`src/rtl/output_serializer.sv`:
```
// output_serializer: buffers one result word and shifts it out MSB-first on each frame sync.
module output_serializer #(
  parameter int WIDTH = 40,
  parameter int CNT_W = 6
) (
  input  logic             clk,
  input  logic             clear_n,
  input  logic             load,
  input  logic [WIDTH-1:0] result_in,
  input  logic             frame,
  output logic             sdout,
  output logic             out_ready,
  output logic             hold_valid,
  output logic             overrun,
  output logic             underrun,
  output logic             frame_err
);
  typedef enum logic {IDLE, SHIFT} state_t;
  state_t           state_q, state_d;
  logic [WIDTH-1:0] hold_q, hold_d, shift_q, shift_d;
  logic [CNT_W-1:0] cnt_q, cnt_d;
  logic             sdout_q, sdout_d, tx_q, tx_d, hv_q, hv_d;
  logic             ovr_q, ovr_d, und_q, und_d, ferr_q, ferr_d;
  logic             at_end, xfer;
  always_ff @(posedge clk or negedge clear_n) begin
    if (!clear_n) begin
      state_q <= IDLE;
      hold_q  <= '0;
      shift_q <= '0;
      cnt_q   <= '0;
      sdout_q <= 1'b0;
      tx_q    <= 1'b0;
      hv_q    <= 1'b0;
      ovr_q   <= 1'b0;
      und_q   <= 1'b0;
      ferr_q  <= 1'b0;
    end else begin
      state_q <= state_d;
      hold_q  <= hold_d;
      shift_q <= shift_d;
      cnt_q   <= cnt_d;
      sdout_q <= sdout_d;
      tx_q    <= tx_d;
      hv_q    <= hv_d;
      ovr_q   <= ovr_d;
      und_q   <= und_d;
      ferr_q  <= ferr_d;
    end
  end
  // A frame is only honoured in IDLE or while the LSB is on the pin.
  always_comb begin
    at_end  = (state_q == IDLE) || (cnt_q == '0);
    xfer    = frame && at_end && hv_q;
    state_d = xfer ? SHIFT : (at_end ? IDLE : SHIFT);
    shift_d = xfer ? hold_q : (at_end ? '0 : shift_q << 1);
    cnt_d   = xfer ? CNT_W'(WIDTH - 1) : (at_end ? '0 : cnt_q - CNT_W'(1));
    tx_d    = xfer || !at_end;
    sdout_d = tx_d && shift_d[WIDTH-1];
    hold_d  = load ? result_in : hold_q;
    hv_d    = load || (hv_q && !xfer);
    ovr_d   = ovr_q || (load && hv_q && !xfer);
    und_d   = und_q || (frame && at_end && !hv_q);
    ferr_d  = ferr_q || (frame && !at_end);
  end
  assign sdout      = sdout_q;
  assign out_ready  = tx_q;
  assign hold_valid = hv_q;
  assign overrun    = ovr_q;
  assign underrun   = und_q;
  assign frame_err  = ferr_q;
endmodule

```
`config.mk`:
```
export PLATFORM = sky130hd
export DESIGN_NAME = output_serializer
export DESIGN_NICKNAME = d
export VERILOG_FILES = /design/src/rtl/output_serializer.sv
export SDC_FILE = /design/constraint.sdc
export NUM_CORES = 1
export LEC_CHECK = 0
export ABC_AREA = 1
export CAP_MARGIN = 20
export CORE_MARGIN = 2
export CORE_UTILIZATION = 54
export DETAILED_ROUTE_END_ITERATION = 8
export GPL_TIMING_DRIVEN = 0
export PLACE_DENSITY = 0.79
export SETUP_SLACK_MARGIN = 0.2
export SLEW_MARGIN = 20
export SYNTH_ARGS = -nofsm -noshare
export SYNTH_HDL_FRONTEND = slang
export SYNTH_SLANG_ARGS = --single-unit
```
`constraint.sdc`:
```
create_clock -name clk -period 1.9 [get_ports clk]
set_clock_uncertainty 0.2 [all_clocks]
set_input_delay 0.19 -clock clk [delete_from_list [all_inputs] [get_ports clk]]
set_output_delay 0.19 -clock clk [all_outputs]
set_load 0.02 [all_outputs]
```
# == Word level (Yosys, flattened, before mapping) ==
# Index checks and enable logic that the tools add are counted.
# totals
regBits,92
output_inout_bits,6
word_cells,36
# classes
add_sub_neg,1
mux,6
n_bitwise,1
reduce_logical,18
# ops
operator,n
$mux 40,2
$mux 6,2
$logic_and 1x1->1,8
$logic_not 6->1,1
$logic_or 1x1->1,6
$sub 6x1->6 const B,1
$logic_not 1->1,3
$mux 1,2
$not 1->1,1

# == Depth between registers and ports, before layout ==
# depth
ltp_word,7
depth_mapped,9
mapped_depth_nobuf,7

# == Least setup slack after synthesis ==
# No wires, ideal clock.
# synth_timing
path_type,reg-to-reg
startpoint,register cnt_q[0]
endpoint,register shift_q[29]
arrival_time_ns,1.187
path_slack_ns,0.394
stages_incl_launch_ff,10
path_buffers,2
cell_sequence,dfrtp_1 -> inv_1 -> ha_1 -> nand3_1 -> nand2_2 -> inv_2 -> buf_6 -> buf_6 -> nand2_1 -> nand2_1
# synth_via
elab_chain_len,5
elab_cells_between_ends,6
classes_between,2 x mux; 4 x reduce/logical
# synth_lines
item,line_no,text
start: declaration,21,"logic [CNT_W-1:0] cnt_q, cnt_d;"
start signal: assignment,41,cnt_q <= cnt_d;
$logic_not 6->1 (*),52,at_end = (state_q == IDLE) || (cnt_q == '0);
$logic_or 1x1->1 (*),52,
$logic_and 1x1->1 (2 in a row),53,xfer = frame && at_end && hv_q;
$mux 40 (*),55,shift_d = xfer ? hold_q : (at_end ? '0 : shift_q << 1);
via shift_d[29],20,"logic [WIDTH-1:0] hold_q, hold_d, shift_q, shift_d;"
end signal: assignment,40,shift_q <= shift_d;
end: declaration,20,
# Mark *: on every way through the listed nets, which the timed path passes. The rest lies on a longest branch.
# A chain may end at the register's enable or synchronous reset.

# == Worst setup path in the final report ==
# layout_timing
startpoint,register cnt_q[1]
endpoint,register shift_q[31]
# The elaborated chain is that of the path after synthesis.

==> results.cfg <==
[die]
dieHeight_um = 86.0
start_util_pct = 56.5
std_cell_rows = 29
core_um2 = 6420
pin_count = 50
dieArea_um2 = 7390
die_width_um = 86.0

[finish]
stdcell_count = 542
fillers = 510
fin_nets = 506
drive_gt1_share_pct = 8.60
fin_area_um2 = 4450
antenna_cells = 0
synthToLayoutAreaGrowth_pct = 22.6

[sta]
tns_ns = 0
finalMaxSlewViolations = 0
whs_ns = 0.0612
finalSetupViolations = 0
fin_crit_ns = 1.65
hold_viol_final = 0
fmax_mhz = 607
period_share_pct = 86.6
rsz0062_at_grt = false
slew_headroom_pct = 67.0
tightest_slew_ns = 0.494

[yosys]
ys_seq_elements = 91
synth.avg_cell_area_um2 = 9.14
synthCells = 397
synth.yosys.seq_area_share_pct = 62.8
synth-edff-count = 0
yosys_most_used_dff = dfrtp_1
yosys.area.top_type = dfrtp_1
synth_cell_type_count = 23
synthMostInstantiatedCell = nand2_1
syn_area_um2 = 3630
synthTopCellsByCount = nand2_1 (206), dfrtp_1 (91), nand4_1 (39)
synth_area_leaders = dfrtp_1 (63%), nand2_1 (21%), nand4_1 (6.7%)
synthArstFlopShare_pct = 100
synth_top_area_share_pct = 62.8
synth.net_count = 443
yosysWarnings = 0

[place]
dp_cells = 522
place_area_um2 = 4220
gp_congestion = 0.763
dpl.hpwl_mm = 4.91
port-buffer-count = 47

[critical_path]
path_max_fanout = 10
cp.depth = 9
crit_arrival_ns = 1.69
path_buf_inv = 4
crit_type = reg2reg
slowest_delay_ns = 0.39
cp_slowest_cell = dfrtp_1
cp.required_ns = 1.94
reg2reg_depth = 9
cp-start-kind = flip-flop
crit_path_cell_trace = inv_1, ha_1, nand3_2, nand2_4, inv_2, buf_6, buf_6, nand2_1, nand2_1
end_kind = flip-flop
critPathTopFamily = buffers and inverters

[grt]
grt_pass1_vias = 2756
grt_antenna_before_repair = 0
grt_use_total_pct = 21.8
grt_pass1_wl_mm = 12.5
grt_max_degree = 58
overflow = 0

[route]
drtAntennaViolNets = 0
drtPass1Iterations = 4
viasPerCell = 5.16
drt-total-wl_mm = 7.23
drt-initial-drc-count = 152
num_vias = 2798
drc = 0
wl_per_cell_um = 13.3

[pwr]
powerDensity_nw_per_um2 = 1280
peakVddDrop_mv = 0.512
leakage_nw = 2.34

[clock_network]
root_buffer = clkbuf_8
clockBufferDepth = 2
clock_latency_ns = 0.35
cts_buffers = 9
cts.sinks = 91
cts_tree = done
htreeDepth = 3
clk_pin_slew_ns = 0.08

[outcome]
status = finished clean

[worst_hold_path]
hold_path.class = in2reg
hold_path_depth = 3

[job]
maxCapViolations = 0
state kept, by name (all words and copies together), names as in the netlist:
register and cells:
sdout 1, cnt_q 6, shift_q 39, state_q 1
overrun 1, underrun 1, hold_valid 1, frame_err 1
hold_q 40
worst reg2reg max path, cell delays in order, from the launching register on:
cell     delay, ns
dfrtp_1       0.39
inv_1         0.10
ha_1          0.17
nand3_2       0.11
nand2_4       0.11
inv_2         0.05
buf_6         0.14
buf_6         0.14
nand2_1       0.07
nand2_1       0.06
kinds of logic after synthesis:
family                     Yosys count  synth area share [%]
buffers and inverters               35                  4.83
and+or+nand+nor                    260                  30.2
adders and majority gates            2                 0.690
xor gates and xnor gates             1                 0.242
DFF                                 91                  62.8
AOI/OAI and AO/OA                    8                  1.28
cell type report:
| type | instances | area [um^2] | share of cell area, % |
|---|---|---|---|
| Tap cell | 77 | 96.3 | 2.17 |
| Clock inverter | 2 | 10.0 | 0.225 |
| Sequential cell | 91 | 2280 | 51.2 |
| Buffer | 28 | 154 | 3.46 |
| Clock buffer | 14 | 163 | 3.66 |
| Multi-Input combinational cell | 271 | 1180 | 26.6 |
| Timing Repair Buffer | 52 | 537 | 12.1 |
| Inverter | 7 | 26.3 | 0.591 |
per-stage QoR:
stage	total power, W	util (%)	setup WS, ns
floorplan	0.00390	-	0.394
finish	0.00570	69.3	0.254
global route	0.00609	69.3	0.186
CTS	0.00569	68.8	0.215
global placement	0.00439	65.3	-2.71
detailed placement	0.00446	65.7	0.188
path summary, 6_finish.rpt:
check,end,from,slack [ns]
max,shift_q[31]$_DFF_PN0_,cnt_q[1]$_DFF_PN0_,0.25
min,hold_q[0]$_DFFE_PN0P_,load,0.06
max reg2reg,shift_q[31]$_DFF_PN0_,cnt_q[1]$_DFF_PN0_,0.25
min reg2reg,shift_q[29]$_DFF_PN0_,shift_q[28]$_DFF_PN0_,0.25
max in group asynchronous,hold_q[27]$_DFFE_PN0P_,clear_n,0.77
min in group asynchronous,cnt_q[2]$_DFF_PN0_,clear_n,0.12
metal layers:
metal	track usage, %	share of wire [%]	up-vias
li1	-	-	1396
met1	29.9	45	1325
met2	33.7	48	64
met3	4.43	4.5	13
met4	10.2	2.1	0
met5	0	0	-
cells in the final DEF (no fill, tap or decap):
cell / netlist / layout
xnor2_1: 1 / 1
nand2_4: 0 / 1
ha_1: 2 / 2
or2_2: 1 / 1
clkbuf_2: 0 / 4
inv_2: 1 / 2
inv_1: 6 / 5
o21bai_1: 1 / 1
buf_4: 0 / 3
clkinv_2: 0 / 2
dlymetal6s2s_1: 0 / 1
nor3_1: 1 / 1
nor2_2: 1 / 1
buf_12: 0 / 1
nand3_1: 3 / 2
nor2_1: 6 / 6
nand2_1: 206 / 206
buf_16: 0 / 1
buf_2: 5 / 5
clkbuf_8: 0 / 11
dlygate4sd3_1: 0 / 1
nand4_1: 39 / 39
nand3_2: 1 / 2
dfrtp_1: 91 / 91
buf_6: 5 / 5
a21oi_1: 2 / 2
a31o_2: 1 / 1
dlygate4sd2_1: 0 / 5
clkdlybuf4s50_1: 0 / 40
and3_1: 1 / 1
clkbuf_1: 17 / 17
o21ai_0: 4 / 4
where the power goes:
| part | internal, W | switching [W] |
|---|---|---|
| clock network | 0.000545 | 0.000626 |
| logic | 0.000753 | 0.00107 |
| registers | 0.00249 | 0.000222 |
| total | 0.00379 | 0.00191 |
repair_timing:
item / CTS / global route
endpoints found under the hold margin: 84 / 0
pin swaps: 1 / 1
hold buffers: 1 / 0
gates resized for setup: 6 / 10
endpoints found under the setup margin: 16 / 38
setup buffers: 1 / 2
Note: power is estimated with default switching activity, not from simulation.
